### config.mk
export PLATFORM = sky130hd
export DESIGN_NAME = fifo_ptr_ctrl_flat
export DESIGN_NICKNAME = d
export VERILOG_FILES = /design/src/rtl/fifo_ptr_ctrl_if.sv /design/src/rtl/fifo_ptr_ctrl.sv /design/src/flat_wrapper.sv
export SDC_FILE = /design/constraint.sdc
export NUM_CORES = 1
export LEC_CHECK = 0
export ABC_AREA = 1
export BUFFER_PORTS_ARGS = -buffer_cell sky130_fd_sc_hd__buf_2
export CAP_MARGIN = 40
export CORE_UTILIZATION = 49
export DETAILED_ROUTE_END_ITERATION = 16
export PLACE_DENSITY = 0.8
export REMOVE_ABC_BUFFERS = 1
export SKIP_LAST_GASP = 1
export SLEW_MARGIN = 10
export SYNTH_ARGS = -nofsm -noshare
export SYNTH_HDL_FRONTEND = slang
export SYNTH_SLANG_ARGS = --single-unit
### constraint.sdc
create_clock -name clk -period 2.7 [get_ports clk]
set_clock_uncertainty 0.1 [all_clocks]
set_input_delay 0.405 -clock clk [delete_from_list [all_inputs] [get_ports clk]]
set_output_delay 0.405 -clock clk [all_outputs]
set_load 0.01 [all_outputs]
### src/rtl/fifo_ptr_ctrl_if.sv
// Handshake and status bundle between the DMA FIFO pointer controller and its write/read clients.
// master drives strobes and mode; slave (the controller) returns acks, lane enables, pointers and flags.
interface fifo_ptr_ctrl_if;
    logic       flush;
    logic       byte_mode;
    logic       wr_stb;
    logic       commit;
    logic       rd_stb;
    logic       wr_ack;
    logic       rd_ack;
    logic [3:0] lane_we;
    logic [2:0] wr_ptr;
    logic [2:0] rd_ptr;
    logic [1:0] byte_ptr;
    logic [3:0] level;
    logic       full;
    logic       empty;
    logic       almost_full;
    logic       almost_empty;
    logic       partial;
    logic       ovf;
    logic       udf;

    modport master (
        output flush, byte_mode, wr_stb, commit, rd_stb,
        input  wr_ack, rd_ack, lane_we, wr_ptr, rd_ptr, byte_ptr, level,
               full, empty, almost_full, almost_empty, partial, ovf, udf
    );

    modport slave (
        input  flush, byte_mode, wr_stb, commit, rd_stb,
        output wr_ack, rd_ack, lane_we, wr_ptr, rd_ptr, byte_ptr, level,
               full, empty, almost_full, almost_empty, partial, ovf, udf
    );
endinterface

### src/rtl/fifo_ptr_ctrl.sv
// Pointer/level/flag controller for an 8x32 DMA FIFO with byte packing on the write side.
// Acks and lane enables are same-cycle combinational; state and flags update next cycle; full/empty reject strobes.
module fifo_ptr_ctrl #(
    parameter logic [3:0] AF_LVL = 4'd6,
    parameter logic [3:0] AE_LVL = 4'd1
) (
    input  logic          clk,
    input  logic          rst,
    fifo_ptr_ctrl_if.slave bus
);
    logic [2:0] wr_ptr_q, rd_ptr_q;
    logic [1:0] byte_ptr_q;
    logic [3:0] level_q;
    logic       full_q, empty_q, af_q, ae_q, partial_q, ovf_q, udf_q;

    logic       clr, ebm, wr_ok, rd_ok, push;
    logic [3:0] lane_we;
    logic [3:0] level_nxt;
    logic [1:0] byte_ptr_nxt;

    always_comb begin
        clr   = rst | bus.flush;
        // A started longword must finish packed even if byte_mode drops.
        ebm   = bus.byte_mode | (byte_ptr_q != 2'd0);
        wr_ok = bus.wr_stb & ~full_q & ~clr;
        rd_ok = bus.rd_stb & ~empty_q & ~clr;

        lane_we = 4'b0000;
        if (wr_ok)
            lane_we = ebm ? (4'b1000 >> byte_ptr_q) : 4'b1111;

        push = (wr_ok & (~ebm | (byte_ptr_q == 2'd3) | bus.commit))
             | (~clr & bus.commit & (byte_ptr_q != 2'd0) & ~bus.wr_stb);

        level_nxt = level_q + {3'b000, push} - {3'b000, rd_ok};

        byte_ptr_nxt = byte_ptr_q;
        if (push)
            byte_ptr_nxt = 2'd0;
        else if (wr_ok & ebm)
            byte_ptr_nxt = byte_ptr_q + 2'd1;
    end

    always_ff @(posedge clk) begin
        if (rst || bus.flush) begin
            wr_ptr_q   <= 3'd0;
            rd_ptr_q   <= 3'd0;
            byte_ptr_q <= 2'd0;
            level_q    <= 4'd0;
            full_q     <= 1'b0;
            empty_q    <= 1'b1;
            af_q       <= (AF_LVL == 4'd0);
            ae_q       <= 1'b1;
            partial_q  <= 1'b0;
            ovf_q      <= 1'b0;
            udf_q      <= 1'b0;
        end else begin
            wr_ptr_q   <= wr_ptr_q + {2'b00, push};
            rd_ptr_q   <= rd_ptr_q + {2'b00, rd_ok};
            byte_ptr_q <= byte_ptr_nxt;
            level_q    <= level_nxt;
            full_q     <= (level_nxt == 4'd8);
            empty_q    <= (level_nxt == 4'd0);
            af_q       <= (level_nxt >= AF_LVL);
            ae_q       <= (level_nxt <= AE_LVL);
            partial_q  <= (byte_ptr_nxt != 2'd0);
            ovf_q      <= ovf_q | (bus.wr_stb & full_q);
            udf_q      <= udf_q | (bus.rd_stb & empty_q);
        end
    end

    assign bus.wr_ack       = wr_ok;
    assign bus.rd_ack       = rd_ok;
    assign bus.lane_we      = lane_we;
    assign bus.wr_ptr       = wr_ptr_q;
    assign bus.rd_ptr       = rd_ptr_q;
    assign bus.byte_ptr     = byte_ptr_q;
    assign bus.level        = level_q;
    assign bus.full         = full_q;
    assign bus.empty        = empty_q;
    assign bus.almost_full  = af_q;
    assign bus.almost_empty = ae_q;
    assign bus.partial      = partial_q;
    assign bus.ovf          = ovf_q;
    assign bus.udf          = udf_q;
endmodule

### src/flat_wrapper.sv
// flat-port wrapper written by rule: the top's interface ports become plain ports
module fifo_ptr_ctrl_flat 
#(
    parameter logic [3:0] AF_LVL = 4'd6,
    parameter logic [3:0] AE_LVL = 4'd1
)
  (clk, rst, bus_flush, bus_byte_mode, bus_wr_stb, bus_commit, bus_rd_stb, bus_wr_ack, bus_rd_ack, bus_lane_we, bus_wr_ptr, bus_rd_ptr, bus_byte_ptr, bus_level, bus_full, bus_empty, bus_almost_full, bus_almost_empty, bus_partial, bus_ovf, bus_udf);
  fifo_ptr_ctrl_if bus_i ();
  input  logic clk;
  input  logic rst;
  input wire logic [$bits(bus_i.flush)-1:0] bus_flush;
  input wire logic [$bits(bus_i.byte_mode)-1:0] bus_byte_mode;
  input wire logic [$bits(bus_i.wr_stb)-1:0] bus_wr_stb;
  input wire logic [$bits(bus_i.commit)-1:0] bus_commit;
  input wire logic [$bits(bus_i.rd_stb)-1:0] bus_rd_stb;
  output wire logic [$bits(bus_i.wr_ack)-1:0] bus_wr_ack;
  output wire logic [$bits(bus_i.rd_ack)-1:0] bus_rd_ack;
  output wire logic [$bits(bus_i.lane_we)-1:0] bus_lane_we;
  output wire logic [$bits(bus_i.wr_ptr)-1:0] bus_wr_ptr;
  output wire logic [$bits(bus_i.rd_ptr)-1:0] bus_rd_ptr;
  output wire logic [$bits(bus_i.byte_ptr)-1:0] bus_byte_ptr;
  output wire logic [$bits(bus_i.level)-1:0] bus_level;
  output wire logic [$bits(bus_i.full)-1:0] bus_full;
  output wire logic [$bits(bus_i.empty)-1:0] bus_empty;
  output wire logic [$bits(bus_i.almost_full)-1:0] bus_almost_full;
  output wire logic [$bits(bus_i.almost_empty)-1:0] bus_almost_empty;
  output wire logic [$bits(bus_i.partial)-1:0] bus_partial;
  output wire logic [$bits(bus_i.ovf)-1:0] bus_ovf;
  output wire logic [$bits(bus_i.udf)-1:0] bus_udf;
  assign bus_i.flush = bus_flush;
  assign bus_i.byte_mode = bus_byte_mode;
  assign bus_i.wr_stb = bus_wr_stb;
  assign bus_i.commit = bus_commit;
  assign bus_i.rd_stb = bus_rd_stb;
  assign bus_wr_ack = bus_i.wr_ack;
  assign bus_rd_ack = bus_i.rd_ack;
  assign bus_lane_we = bus_i.lane_we;
  assign bus_wr_ptr = bus_i.wr_ptr;
  assign bus_rd_ptr = bus_i.rd_ptr;
  assign bus_byte_ptr = bus_i.byte_ptr;
  assign bus_level = bus_i.level;
  assign bus_full = bus_i.full;
  assign bus_empty = bus_i.empty;
  assign bus_almost_full = bus_i.almost_full;
  assign bus_almost_empty = bus_i.almost_empty;
  assign bus_partial = bus_i.partial;
  assign bus_ovf = bus_i.ovf;
  assign bus_udf = bus_i.udf;
  fifo_ptr_ctrl #(.AF_LVL(AF_LVL), .AE_LVL(AE_LVL)) u_core (.clk(clk), .rst(rst), .bus(bus_i));
endmodule
==> impl_metrics.sql, run 1 <==
INSERT INTO impl_metrics (metric_group, metric, value, unit) VALUES
('outcome', 'status', 'finished clean', ''),
('logic_synthesis', 'xor_xnor_share_of_the_synthesized_area', '0.0263', ''),
('die', 'design.portCount', '32', ''),
('logic_synthesis', 'synth_top_cells_by_count', '30 x inv_1, 24 x nand2_1, 19 x dfxtp_1', ''),
('min_path', 'worstHoldStart', 'rst', ''),
('logic_synthesis', 'synth_most_common_cell', 'inv_1', ''),
('power', 'max-vdd-ir-drop', '0.327', 'mV'),
('logic_synthesis', 'synth-main-ff-cell', 'dfxtp_1', ''),
('sta', 'final_worst_path_cycle_share', '0.919', ''),
('finish', 'antenna-diode-count', '0', ''),
('logic_synthesis', 'synth_compound_area_frac', '0.0451', ''),
('die', 'initial_util', '0.548', ''),
('finish', 'stdcell_count', '190', ''),
('finish', 'postLayoutCellArea', '1210', 'sq um'),
('grt', 'grt_start_max_net_pins', '14', ''),
('placed_design', 'port-buffer-count', '31', ''),
('detailed_routing', 'drt.antenna.violating_nets', '0', ''),
('power', 'swShare', '0.251', ''),
('clock_network', 'root_buffer', 'clkbuf_4', ''),
('grt', 'grtUsageTotal', '0.180', ''),
('logic_synthesis', 'ys_seq_area_frac', '0.381', ''),
('clock_network', 'htree_levels', '1', ''),
('logic_synthesis', 'mappedNetlistArea', '998', 'sq um'),
('logic_synthesis', 'post_synth.cell_area_avg', '7.62', 'sq um'),
('detailed_routing', 'routedWlPerCell', '9.84', 'um'),
('placed_design', 'gp_congestion', '0.801', ''),
('logic_synthesis', 'synth.distinct_cells', '19', ''),
('critical_path', 'critical_path.max_fanout', '5', ''),
('placed_design', 'dpl.hpwl', '1.44', 'mm'),
('detailed_routing', 'drt-total-wl', '1.87', 'mm'),
('detailed_routing', 'via_count', '869', ''),
('clock_network', 'tritoncts_buffer_count', '3', ''),
('placed_design', 'placedInstanceArea', '1170', 'sq um'),
('grt', 'antenna_found_initial', '0', ''),
('grt', 'grt_first_pass_wirelength', '2.72', 'mm'),
('detailed_routing', 'drcViolationCount', '0', ''),
('clock_network', 'sinks_on_clock_net', '19', ''),
('power', 'clkPwrFrac', '0.297', ''),
('power', 'power_switching', '0.122', 'mW'),
('logic_synthesis', 'yosys.area_share.adder', '0.170', ''),
('power', 'pwr-share-comb', '0.108', ''),
('power', 'power.internal', '0.363', 'mW'),
('sta', 'worst_pin_slew', '243', 'ps'),
('power', 'cellPowerDensity', '401', 'nW/um^2'),
('logic_synthesis', 'synth_seq_cells', '19', ''),
('logic_synthesis', 'synth.area.mux_share', '0', ''),
('critical_path', 'timing.critical_path.arrival', '2600', 'ps'),
('grt', 'global_route.overflow_total', '0', ''),
('grt', 'grt_pass1_vias', '684', ''),
('logic_synthesis', 'synthSimpleGateAreaFrac', '0.243', ''),
('sta', 'period_minus_slack', '2480', 'ps'),
('flow_run', 'cap_violations', '0', ''),
('clock_network', 'cts_setup_buffers', '0', ''),
('min_path', 'worst_hold_path_type', 'input port to flip-flop', ''),
('critical_path', 'cp-startpoint', 'u_core.bus.byte_ptr[1]', ''),
('sta', 'grt_setup_unrepaired', 'false', ''),
('logic_synthesis', 'synth-edff-count', '0', ''),
('placed_design', 'number_of_placed_instances_taps_included', '186', ''),
('die', 'die_height', '47.1', 'um'),
('power', 'power.leakage', '0.707', 'nW'),
('critical_path', 'setup.worst_path.end_class', 'flip-flop', ''),
('sta', 'hold_viol_final', '0', ''),
('finish', 'drive_above_1_share', '0.248', ''),
('power', 'p_seq_frac', '0.595', ''),
('clock_network', 'tritoncts', 'done', ''),
('die', 'placementRows', '15', ''),
('logic_synthesis', 'yosys_warnings', '0', ''),
('sta', 'maxSlewHeadroom', '0.837', ''),
('die', 'dieWidth', '47.1', 'um'),
('sta', 'totalNegativeSetupSlack', '0', 'ps'),
('finish', 'flow.area_growth_from_synthesis', '21.1', '%');
-- repair_timing --
action	CTS	global route
hold buffers	0	0
resized for setup	0	2
endpoints found under the setup margin	0	1
-- layout by cell type, fill, tap and decap left out, types with 2 or more instances in the layout --
cell / Yosys / routed
buf_2: 0 / 31
or2_1: 2 / 2
nand4_1: 2 / 2
nor2_4: 2 / 2
inv_1: 30 / 30
a21oi_1: 6 / 6
nor2_1: 15 / 15
nand2_1: 24 / 24
o21ai_0: 2 / 2
nand3_1: 7 / 7
clkbuf_4: 0 / 3
ha_1: 12 / 12
xnor2_1: 3 / 2
dfxtp_1: 19 / 18
-- worst paths after layout --
check | cells past startpoint | end | slack, ps
worst max-delay path | 11 | u_core.bus.empty | 220
worst max register to register | 11 | u_core.bus.empty | 220
worst min-delay path | 3 | u_core.bus.empty | 300
worst min register to register | 2 | u_core.bus.ovf | 400
-- power groups by stage --
stage | sequential, mW | clock, mW | combinational, mW
after floorplan | 0.297 | 0 | 0.0305
after global placement | 0.295 | 0 | 0.0509
after detailed placement | 0.295 | 0 | 0.0520
after CTS | 0.288 | 0.146 | 0.0523
after global routing | 0.289 | 0.158 | 0.0599
final | 0.288 | 0.144 | 0.0523
-- metal layers --
metal	share of wire	track usage	vias to the layer above
li1	-	-	462
met1	0.43	0.208	383
met2	0.52	0.308	19
met3	0.031	0.0462	5
met4	0.017	0.0857	0
met5	0	0	-
-- layout make-up --
type	count	area, sq um
Clock buffer	4	26.3
Fill cell	170	612
Inverter	32	123
Multi-Input combinational cell	79	492
Sequential cell	19	382
Tap cell	25	31.3
Timing Repair Buffer	31	155
-- logic make-up (layout without fill, tap and decap cells) --
kind of cell	Yosys count	in the layout
AO/OA/AOI/OAI	9	9
XOR/XNOR	3	3
adder cells (fa/ha/maj)	13	13
buffers and inverters	33	67
flip-flops	19	19
AND/OR/NAND/NOR	54	54
-- worst max-delay path, cell delays in order (launching register included) --
cell	delay, ps
dfxtp_1	380
inv_1	90
ha_1	220
nand2_1	150
nand3b_1	90
nand2_1	80
nand2_2	80
ha_1	220
fa_1	430
xnor2_2	210
nand3_1	120
o21ai_0	220
-- flip-flops by register name, indices dropped and copies added, names as in the netlist --
signal and count:
u_core.bus.almost_empty 1, u_core.bus.almost_full 1, u_core.bus.byte_ptr 2, u_core.bus.empty 1
u_core.bus.full 1, u_core.bus.level 4, u_core.bus.ovf 1, u_core.bus.partial 1
u_core.bus.rd_ptr 3, u_core.bus.udf 1, u_core.bus.wr_ptr 3
-- through the flow --
| stage | power (mW) | util | hold slack, ps | setup WS [ps] |
|---|---|---|---|---|
| global route | 0.507 | 0.664 | 307 | 11.5 |
| finish | 0.485 | 0.664 | 300 | 219 |
| CTS | 0.486 | 0.659 | 297 | 133 |
| detailed placement | 0.347 | 0.645 | 364 | 120 |
| floorplan | 0.327 | - | 411 | 395 |
| global placement | 0.345 | 0.645 | 360 | 240 |
(Power assumes the default switching activity.)
==> run 2: changes to the inputs <==
--- a/config.mk
+++ b/config.mk
@@ -8,7 +8,10 @@
 export ABC_AREA = 1
 export BUFFER_PORTS_ARGS = -buffer_cell sky130_fd_sc_hd__buf_2
 export CAP_MARGIN = 40
-export CORE_UTILIZATION = 49
+export CELL_PAD_IN_SITES_DETAIL_PLACEMENT = 1
+export CELL_PAD_IN_SITES_GLOBAL_PLACEMENT = 2
+export CORE_ASPECT_RATIO = 0.6
+export CORE_UTILIZATION = 27
 export DETAILED_ROUTE_END_ITERATION = 16
 export PLACE_DENSITY = 0.8
 export REMOVE_ABC_BUFFERS = 1
==> impl_metrics.sql, run 2 (synthesis results as in run 1) <==
INSERT INTO impl_metrics (metric_group, metric, value, unit) VALUES
('finish', 'largest_register_ff_count', '4', ''),
('finish', 'flow.area_growth_from_synthesis', '25.1', '%'),
('placed_design', 'dpl.hpwl', '1.86', 'mm'),
('grt', 'grt_start_max_net_pins', '14', ''),
('critical_path', 'r2r_path_start', 'u_core.bus.byte_ptr[0]', ''),
('power', 'fin_total_pwr', '0.546', 'mW'),
('power', 'cellPowerDensity', '437', 'nW/um^2'),
('critical_path', 'timing.critical_path.slowest_stage_cell', 'dfxtp_2', ''),
('detailed_routing', 'via_count', '886', ''),
('grt', 'antenna_found_initial', '0', ''),
('critical_path', 'r2r_end', 'u_core.bus.empty', ''),
('detailed_routing', 'drt_iter0_drc', '32', ''),
('min_path', 'worst_hold_path_type', 'input port to flip-flop', ''),
('detailed_routing', 'drcViolationCount', '0', ''),
('finish', 'most_frequent_cells_in_the_layout', '31 x buf_2, 30 x inv_1, 24 x nand2_1', ''),
('finish', 'antenna-diode-count', '0', ''),
('die', 'design.portCount', '32', ''),
('critical_path', 'path_cells', 'inv_1, ha_1, nand2_1, nand3b_1, nand2_1, nand2_2, ha_1, fa_1, xnor2_1, nand3_1, o21ai_0', ''),
('sta', 'maxSlewHeadroom', '0.818', ''),
('die', 'placeableCoreArea', '3380', 'sq um'),
('sta', 'grt_setup_unrepaired', 'false', ''),
('sta', 'fmax', '409', 'MHz'),
('clock_network', 'root_buffer', 'clkbuf_8', ''),
('grt', 'global_route.overflow_total', '0', ''),
('clock_network', 'tritoncts', 'done', ''),
('power', 'max-vdd-ir-drop', '0.257', 'mV'),
('outcome', 'status', 'finished clean', ''),
('critical_path', 'worst_ep_required', '2790', 'ps'),
('clock_network', 'clockBufferDepth', '2', ''),
('critical_path', 'critical_path.max_fanout', '6', ''),
('placed_design', 'gp_congestion', '0.747', ''),
('die', 'initial_util', '0.295', ''),
('flow_run', 'cap_violations', '0', ''),
('finish', 'stdcell_count', '210', ''),
('die', 'dieWidth', '80.5', 'um'),
('clock_network', 'htree_levels', '1', ''),
('clock_network', 'sinks_on_clock_net', '19', ''),
('detailed_routing', 'drt-total-wl', '2.26', 'mm'),
('clock_network', 'worst_skew_pair.late_latency', '260', 'ps'),
('finish', 'postLayoutCellArea', '1250', 'sq um'),
('power', 'clkPwrFrac', '0.373', ''),
('clock_network', 'cts.reportedPaths.clkPinSlew', '80', 'ps'),
('detailed_routing', 'drt.antenna.violating_nets', '0', ''),
('sta', 'finalMaxSlewViolations', '0', ''),
('power', 'pwr-share-comb', '0.098', ''),
('critical_path', 'r2r_slack', '250', 'ps'),
('sta', 'period_minus_slack', '2450', 'ps'),
('finish', 'final_nets', '186', ''),
('sta', 'worst_pin_slew', '273', 'ps'),
('placed_design', 'placedInstanceArea', '1200', 'sq um'),
('critical_path', 'critical-path-max-stage-delay', '390', 'ps'),
('placed_design', 'port-buffer-count', '31', ''),
('grt', 'grt_first_pass_wirelength', '3.91', 'mm'),
('detailed_routing', 'dr.pass1.iters', '4', ''),
('die', 'die_height', '49.1', 'um'),
('finish', 'drive_above_1_share', '0.248', ''),
('critical_path', 'cp-startpoint', 'u_core.bus.byte_ptr[0]', ''),
('detailed_routing', 'vias_per_cell', '4.22', ''),
('power', 'swShare', '0.251', ''),
('sta', 'final_worst_path_cycle_share', '0.906', ''),
('power', 'power.leakage', '0.709', 'nW'),
('power', 'power.internal', '0.409', 'mW'),
('critical_path', 'cp-start-kind', 'flip-flop', ''),
('sta', 'hold_viol_final', '0', ''),
('grt', 'grtUsageTotal', '0.131', ''),
('power', 'power_switching', '0.137', 'mW'),
('clock_network', 'hold_bufs_at_cts', '0', ''),
('sta', 'totalNegativeSetupSlack', '0', 'ps'),
('placed_design', 'number_of_placed_instances_taps_included', '206', ''),
('die', 'placementRows', '16', ''),
('detailed_routing', 'routedWlPerCell', '10.7', 'um'),
('sta', 'setup_viol', '0', ''),
('clock_network', 'tritoncts_buffer_count', '3', ''),
('critical_path', 'reg2reg_depth', '11', ''),
('critical_path', 'timing.critical_path.arrival', '2530', 'ps'),
('critical_path', 'crit_type', 'flip-flop to flip-flop', ''),
('die', 'die-area', '3950', 'sq um'),
('grt', 'grt_pass1_vias', '898', ''),
('critical_path', 'timing.critical_path.to', 'u_core.bus.empty', ''),
('power', 'p_seq_frac', '0.529', ''),
('finish', 'mostFrequentLayoutCell', 'buf_2', ''),
('critical_path', 'setup.worst_path.end_class', 'flip-flop', '');
-- run 2: worst min-delay path by stage --
stage	endpoint	from	slack (ps)	cells after the start
after detailed placement	u_core.bus.ovf	u_core.bus.ovf	370	2
final	u_core.bus.empty	rst	310	3
after CTS	u_core.bus.empty	rst	300	3
after global routing	u_core.bus.empty	bus_flush	310	3
after floorplan	u_core.bus.ovf	u_core.bus.ovf	410	2
after global placement	u_core.bus.ovf	u_core.bus.ovf	350	2
-- run 2: critical path: cells and delay by family, from the launching register on --
kind,cells,cell delay [ps]
fa+ha+maj,3,830
buf+inv,1,80
flops,1,390
xor+xnor,1,250
simple gates,5,560
compound gates,1,160
-- run 2: per-stage QoR --
stage / hold slack (ps) / util / worst slack, ps
floorplan: 411 / - / 395
global route: 306 / 0.369 / 14.8
detailed placement: 370 / 0.354 / 95.1
CTS: 303 / 0.369 / 134
global placement: 354 / 0.354 / 191
finish: 307 / 0.369 / 254
-- run 2: power groups by stage --
stage	Sequential, mW	Combinational [mW]	Clock, mW
after global placement	0.295	0.0530	0
after CTS	0.289	0.0546	0.216
final	0.289	0.0535	0.204
after floorplan	0.297	0.0305	0
after global routing	0.290	0.0619	0.234
after detailed placement	0.295	0.0541	0
-- run 2: layout make-up --
cell class	instances	area, sq um
clock inverter	1	7.51
multi-input combinational	79	484
inverter	32	123
timing repair buffer	31	155
fill	442	2130
sequential	19	382
clock buffer	3	41.3
tap	45	56.3
-- run 2: layer usage --
layer,up-vias,track usage,share of wire
met4,0,0.0179,0
met3,0,0.0505,0.057
met2,23,0.220,0.45
met1,403,0.162,0.49
met5,-,0,0
li1,460,-,-
-- run 2: what timing repair did --
item	4_1_cts	5_1_grt
endpoints found under the hold margin	0	0
setup endpoints to repair	0	4
buffers inserted	0	0
resized for setup	0	1
